**src/rtl/memory_arbiter_rr.sv**
```systemverilog
// Round-robin arbiter of 2*CPUS cache ports (even r = data, odd r = instruction) onto one RAM port; 1-cycle grant latency, ramstate-driven stall.
// Optional MEMCTL_DATA_PRIORITY_EN: in IDLE, pending data requests exclude instruction ports from the search.
module memory_arbiter_rr #(
  parameter int CPUS   = 2,
  parameter int ADDR_W = 32,
  parameter int WORD_W = 32
) (
  input  logic                     CLK,
  input  logic                     nRST,
  input  logic [CPUS-1:0]          iREN,
  input  logic [CPUS*ADDR_W-1:0]   iaddr,
  input  logic [CPUS-1:0]          dREN,
  input  logic [CPUS-1:0]          dWEN,
  input  logic [CPUS*ADDR_W-1:0]   daddr,
  input  logic [CPUS*WORD_W-1:0]   dstore,
  output logic [CPUS-1:0]          iwait,
  output logic [CPUS-1:0]          dwait,
  output logic [CPUS*WORD_W-1:0]   iload,
  output logic [CPUS*WORD_W-1:0]   dload,
  output logic                     ramREN,
  output logic                     ramWEN,
  output logic [ADDR_W-1:0]        ramaddr,
  output logic [WORD_W-1:0]        ramstore,
  input  logic [WORD_W-1:0]        ramload,
  input  logic [1:0]               ramstate
);
  localparam int N  = 2 * CPUS;
  localparam int PW = (N > 1) ? $clog2(N) : 1;
  localparam logic [1:0] RAM_ACCESS = 2'd2;
`ifdef MEMCTL_DATA_PRIORITY_EN
  localparam logic [N-1:0] DATA_MASK = {CPUS{2'b01}};
`endif

  typedef enum logic {IDLE = 1'b0, GRANT = 1'b1} state_t;

  state_t          r_state, w_state_nxt;
  logic [PW-1:0]   r_gnt, w_gnt_nxt;
  logic [PW-1:0]   r_rr_ptr, w_rr_ptr_nxt;

  logic [N-1:0]    w_req, w_search;
  logic            w_found;
  logic [PW-1:0]   w_pick;
  logic [PW:0]     w_sum;
  logic [PW-1:0]   w_idx;

  logic            w_g_dren, w_g_dwen, w_g_iren;
  logic [ADDR_W-1:0] w_g_daddr, w_g_iaddr;
  logic [WORD_W-1:0] w_g_dstore;
  logic            w_g_is_d, w_g_live, w_active, w_done;

  always_comb begin
    w_req = '0;
    for (int c = 0; c < CPUS; c++) begin
      w_req[2*c]   = dREN[c] | dWEN[c];
      w_req[2*c+1] = iREN[c];
    end
  end

  // Walk from rr_ptr downward in k so the closest active requester is the last to overwrite w_pick.
  always_comb begin
    w_search = w_req;
`ifdef MEMCTL_DATA_PRIORITY_EN
    if (|(w_req & DATA_MASK)) w_search = w_req & DATA_MASK;
`endif
    w_found = 1'b0;
    w_pick  = r_rr_ptr;
    w_sum   = '0;
    w_idx   = '0;
    for (int k = N-1; k >= 0; k--) begin
      w_sum = {1'b0, r_rr_ptr} + (PW+1)'(k);
      if (w_sum >= (PW+1)'(N)) w_sum = w_sum - (PW+1)'(N);
      w_idx = w_sum[PW-1:0];
      if (w_search[w_idx]) begin
        w_found = 1'b1;
        w_pick  = w_idx;
      end
    end
  end

  always_comb begin
    w_g_dren   = 1'b0;
    w_g_dwen   = 1'b0;
    w_g_iren   = 1'b0;
    w_g_daddr  = '0;
    w_g_iaddr  = '0;
    w_g_dstore = '0;
    for (int c = 0; c < CPUS; c++) begin
      if ((r_gnt >> 1) == PW'(c)) begin
        w_g_dren   = dREN[c];
        w_g_dwen   = dWEN[c];
        w_g_iren   = iREN[c];
        w_g_daddr  = daddr[c*ADDR_W +: ADDR_W];
        w_g_iaddr  = iaddr[c*ADDR_W +: ADDR_W];
        w_g_dstore = dstore[c*WORD_W +: WORD_W];
      end
    end
  end

  assign w_g_is_d = ~r_gnt[0];
  assign w_g_live = w_g_is_d ? (w_g_dren | w_g_dwen) : w_g_iren;
  assign w_active = (r_state == GRANT) && w_g_live;
  assign w_done   = w_active && (ramstate == RAM_ACCESS);

  // RAM side follows the granted port's live signals, so a withdrawn request drops the enables at once.
  always_comb begin
    ramWEN   = w_active && w_g_is_d && w_g_dwen;
    ramREN   = w_active && !(w_g_is_d && w_g_dwen);
    ramaddr  = '0;
    ramstore = '0;
    if (w_active) ramaddr = w_g_is_d ? w_g_daddr : w_g_iaddr;
    if (ramWEN) ramstore = w_g_dstore;
  end

  always_comb begin
    iwait = '1;
    dwait = '1;
    iload = '0;
    dload = '0;
    for (int c = 0; c < CPUS; c++) begin
      if (w_done && ((r_gnt >> 1) == PW'(c))) begin
        if (w_g_is_d) begin
          dwait[c] = 1'b0;
          dload[c*WORD_W +: WORD_W] = w_g_dwen ? '0 : ramload;
        end else begin
          iwait[c] = 1'b0;
          iload[c*WORD_W +: WORD_W] = ramload;
        end
      end
    end
  end

  always_comb begin
    w_state_nxt  = r_state;
    w_gnt_nxt    = r_gnt;
    w_rr_ptr_nxt = r_rr_ptr;
    case (r_state)
      IDLE: begin
        if (w_found) begin
          w_state_nxt = GRANT;
          w_gnt_nxt   = w_pick;
        end
      end
      GRANT: begin
        if (!w_g_live) begin
          w_state_nxt = IDLE;
        end else if (w_done) begin
          w_state_nxt  = IDLE;
          w_rr_ptr_nxt = (r_gnt == PW'(N-1)) ? '0 : r_gnt + 1'b1;
        end
      end
      default: w_state_nxt = IDLE;
    endcase
  end

  always_ff @(posedge CLK or negedge nRST) begin
    if (!nRST) begin
      r_state  <= IDLE;
      r_gnt    <= '0;
      r_rr_ptr <= '0;
    end else begin
      r_state  <= w_state_nxt;
      r_gnt    <= w_gnt_nxt;
      r_rr_ptr <= w_rr_ptr_nxt;
    end
  end
endmodule
```
**config.mk**
```make
export PLATFORM = sky130hd
export DESIGN_NAME = memory_arbiter_rr
export DESIGN_NICKNAME = d
export VERILOG_FILES = /design/src/rtl/memory_arbiter_rr.sv
export SDC_FILE = /design/constraint.sdc
export NUM_CORES = 1
export LEC_CHECK = 0
export ABC_AREA = 0
export CAP_MARGIN = 0
export CORE_AREA = 2 2 167 169
export DETAILED_ROUTE_END_ITERATION = 16
export DIE_AREA = 0 0 169 171
export SYNTH_ARGS = -nofsm -noshare
export SYNTH_HDL_FRONTEND = slang
export SYNTH_SLANG_ARGS = --single-unit
```
**constraint.sdc**
```tcl
create_clock -name CLK -period 1.8 [get_ports CLK]
set_input_delay 0.18 -clock CLK [delete_from_list [all_inputs] [get_ports CLK]]
set_output_delay 0.18 -clock CLK [all_outputs]
set_load 0.05 [all_outputs]
```
==> impl_metrics.yaml <==
place:
  gp_congestion: 0.7497
  placed_cell_area_um2: 9459
  dp_slack_ns: -0.5218
  hpwl_um: 16780
  io_buffers: 431
detailed_routing:
  first_iter_violations: 112
  drc: 0
  drtAntennaViolNets: 0
  route.met2.wl_um: 11500
  top_layer: "met4"
  vias: 4555
  routedWlPerCell_um: 18.64
  viasPerCell: 3.951
  dr_wl_met3_um: 1989
  first_pass_iters: 4
  wl_met1_um: 7538
  totalWireLength_um: 21490
worst_hold_path:
  hold_path_class: "in2async"
timing:
  hold_viol: 0
  max-slew-margin-rel: 0.7146
  max_clock_freq_mhz: 463.3
  rsz0062_at_grt: "yes"
  period_needed_ns: 2.158
  setup_ws_ns: -0.3583
  setup_violations: 197
  tightest_slew_ns: 0.4281
  maxSlewViolCount: 0
  finalCritPeriodShare: 1.199
  finalClockSkew_ns: 0.001212
power:
  max-vdd-ir-drop_mv: 0.4392
  seq_power_share: 0.027
  p_per_area_nw_per_um2: 918.4
  leakage_nw: 4.151
  pwr-share-comb: 0.936
  netSwitchingPower_mw: 4.816
  p_int_mw: 4.824
  pwr-share-clk: 0.038
  sw_frac_of_total: 0.4996
worst_setup_path:
  crit_type: "reg2out"
  startpoint: "r_gnt[1]"
  r2r_slack_ns: -0.08
  worstPathMaxFanout: 8
  r2r-start: "r_gnt[1]"
  cp-start-kind: "flop"
  cp-end-kind: "primary output"
  cp.required_ns: 1.62
  arrival_ns: 1.98
yosys:
  synthFlopType: "dfrtp_1"
  synth_edf_count: 0
  ys_seq_elements: 5
  yosys_warnings: 0
  syn_inst: 345
  yosysMostFrequentCell: "and2_1"
  synth_area_leaders: "and2_1 29%, mux4_2 27%, mux2i_1 12%, and3_1 6.7%, nor2_1 5.1%"
  syn-cell-area_um2: 2794
  synth_nets: 580
  yosysSeqAreaShare: 0.04478
  synth_commonest_cells: "128 x and2_1, 38 x nor2_1, 34 x mux2i_1, 33 x mux4_2, 30 x and3_1"
  syn_avg_cell_area_um2: 8.098
  synth_top_cell_by_area: "and2_1"
  synth.top_cell.area_share: 0.2866
  yosysUniqueCellTypes: 34
  ys_async_sr_fraction: 1.000
status:
  violations: "negative setup slack"
  status: "complete, but fails checks"
global_routing:
  grt_pass1_vias: 4751
  grt_overflow_total: 0
  grt_usage: 0.1309
  grt_pass1_wl_um: 28560
  grt_max_degree: 37
  antenna_found_initial: 4
floorplan:
  rows: 61
  io_pins: 432
  fp.dieArea_um2: 28900
  start_util: 0.1023
  core_um2: 27320
  fp.dieW_um: 169
  die_h_um: 171
clock_network:
  cts_sinks: 5
  cts_buffer_depth: 2
  cts_htree_levels: 1
  insertion_delay_ns: 0.23
  cts_tree: "done"
  cts_root_buf: "clkbuf_16"
  path_clk_slew_ns: 0.03
  ctsHoldBuffers: 0
  numCtsBuffers: 3
cells_and_area:
  fin_util: 0.3841
  final_nets: 1041
  stdcell_area_um2: 10500
  drive_above_1_share: 0.5801
  syn2layout_area_growth_pct: 275.7
job:
  max-cap-violations: 0
==> repair_timing <==
item                                    in CTS  in global routing
resized for setup                           91                 87
gates cloned                                 5                  6
pin swaps                                   14                 25
setup buffers                                9                  6
endpoints found under the hold margin        0                  0
endpoints found under the setup margin     199                199
==> sequential cells by signal, summed over array words and instances, names as in the netlist <==
name / count
r_gnt: 2
r_rr_ptr: 2
r_state: 1
==> per-layer routing <==
metal	global-route usage	vias up
met3	0.04118	20
met1	0.1356	2137
li1	-	2127
met5	0	-
met4	0.04831	0
met2	0.2471	271
==> final cells by class <==
class / instances / area [um2]
Antenna cell: 2 / 5.005
Clock buffer: 4 / 78.83
Fill cell: 2668 / 16830
Inverter: 6 / 22.52
Multi-Input combinational cell: 299 / 3070
Sequential cell: 5 / 130.1
Tap cell: 346 / 432.9
Timing Repair Buffer: 491 / 6756
==> worst max-delay path, stage by stage (launching register included) <==
cell     delay, ns
dfrtp_4       0.51
buf_12        0.14
mux4_2        0.49
buf_6         0.16
buf_16        0.13
and3_1        0.17
buf_6         0.15
==> path summary, 6_finish.rpt <==
| kind | endpoint | cells after the start |
|---|---|---|
| worst max-delay path | ramaddr[23] | 6 |
| worst min register to register | r_rr_ptr[0] | 1 |
| worst max register to register | r_rr_ptr[1] | 5 |
| max in group asynchronous | r_gnt[1] | 1 |
| min in group CLK | r_state | 3 |
| worst min-delay path | r_rr_ptr[0] | 1 |
==> cell families (layout without fill, tap and decap cells) <==
logic type / count (synthesis) / after routing / synth area share
muxes: 69 / 69 / 0.3959
DFF: 5 / 5 / 0.04478
and+or+nand+nor: 219 / 219 / 0.4563
AOI/OAI and AO/OA: 10 / 10 / 0.02284
buffers and inverters: 41 / 501 / 0.07568
adders and majority gates: 1 / 1 / 0.004478
other: 0 / 2 / 0
==> through the flow <==
stage / power (mW) / std cells / setup TNS [ns] / hold slack, ns
6_report: 9.640 / 1153 / -39.75 / 0.1845
5_1_grt: 10.06 / 1153 / -54.35 / 0.2060
4_1_cts: 9.144 / 1141 / -48.78 / 0.1923
3_5_place_dp: 7.755 / 1123 / -60.50 / 0.4269
3_3_place_gp: 7.711 / 1123 / -63.36 / 0.4182
2_1_floorplan: 4.739 / 345 / -4.969 / -0.1156
==> power groups by stage <==
stage | Combinational, mW | Sequential [mW] | Clock [mW]
6_report | 9.02 | 0.256 | 0.363
5_1_grt | 9.41 | 0.266 | 0.381
4_1_cts | 8.52 | 0.251 | 0.370
3_5_place_dp | 7.50 | 0.258 | 0
3_3_place_gp | 7.45 | 0.257 | 0
2_1_floorplan | 4.53 | 0.211 | 0
==> cell usage in the layout, fill, tap and decap left out, types with 3 or more instances in the layout <==
cell / instances
clkdlybuf4s50_1: 227
buf_12: 170
and2_2: 56
and2_4: 37
buf_4: 37
and2_1: 35
buf_6: 34
mux4_2: 33
nor2_4: 33
mux2i_1: 32
and3_4: 29
clkbuf_16: 8
buf_8: 7
dlygate4sd2_1: 6
nand2_1: 5
inv_1: 5
buf_16: 5
a21oi_1: 4
and3_1: 3
nor2_1: 3
dfrtp_1: 3
Power figures use the tool's default switching activity.
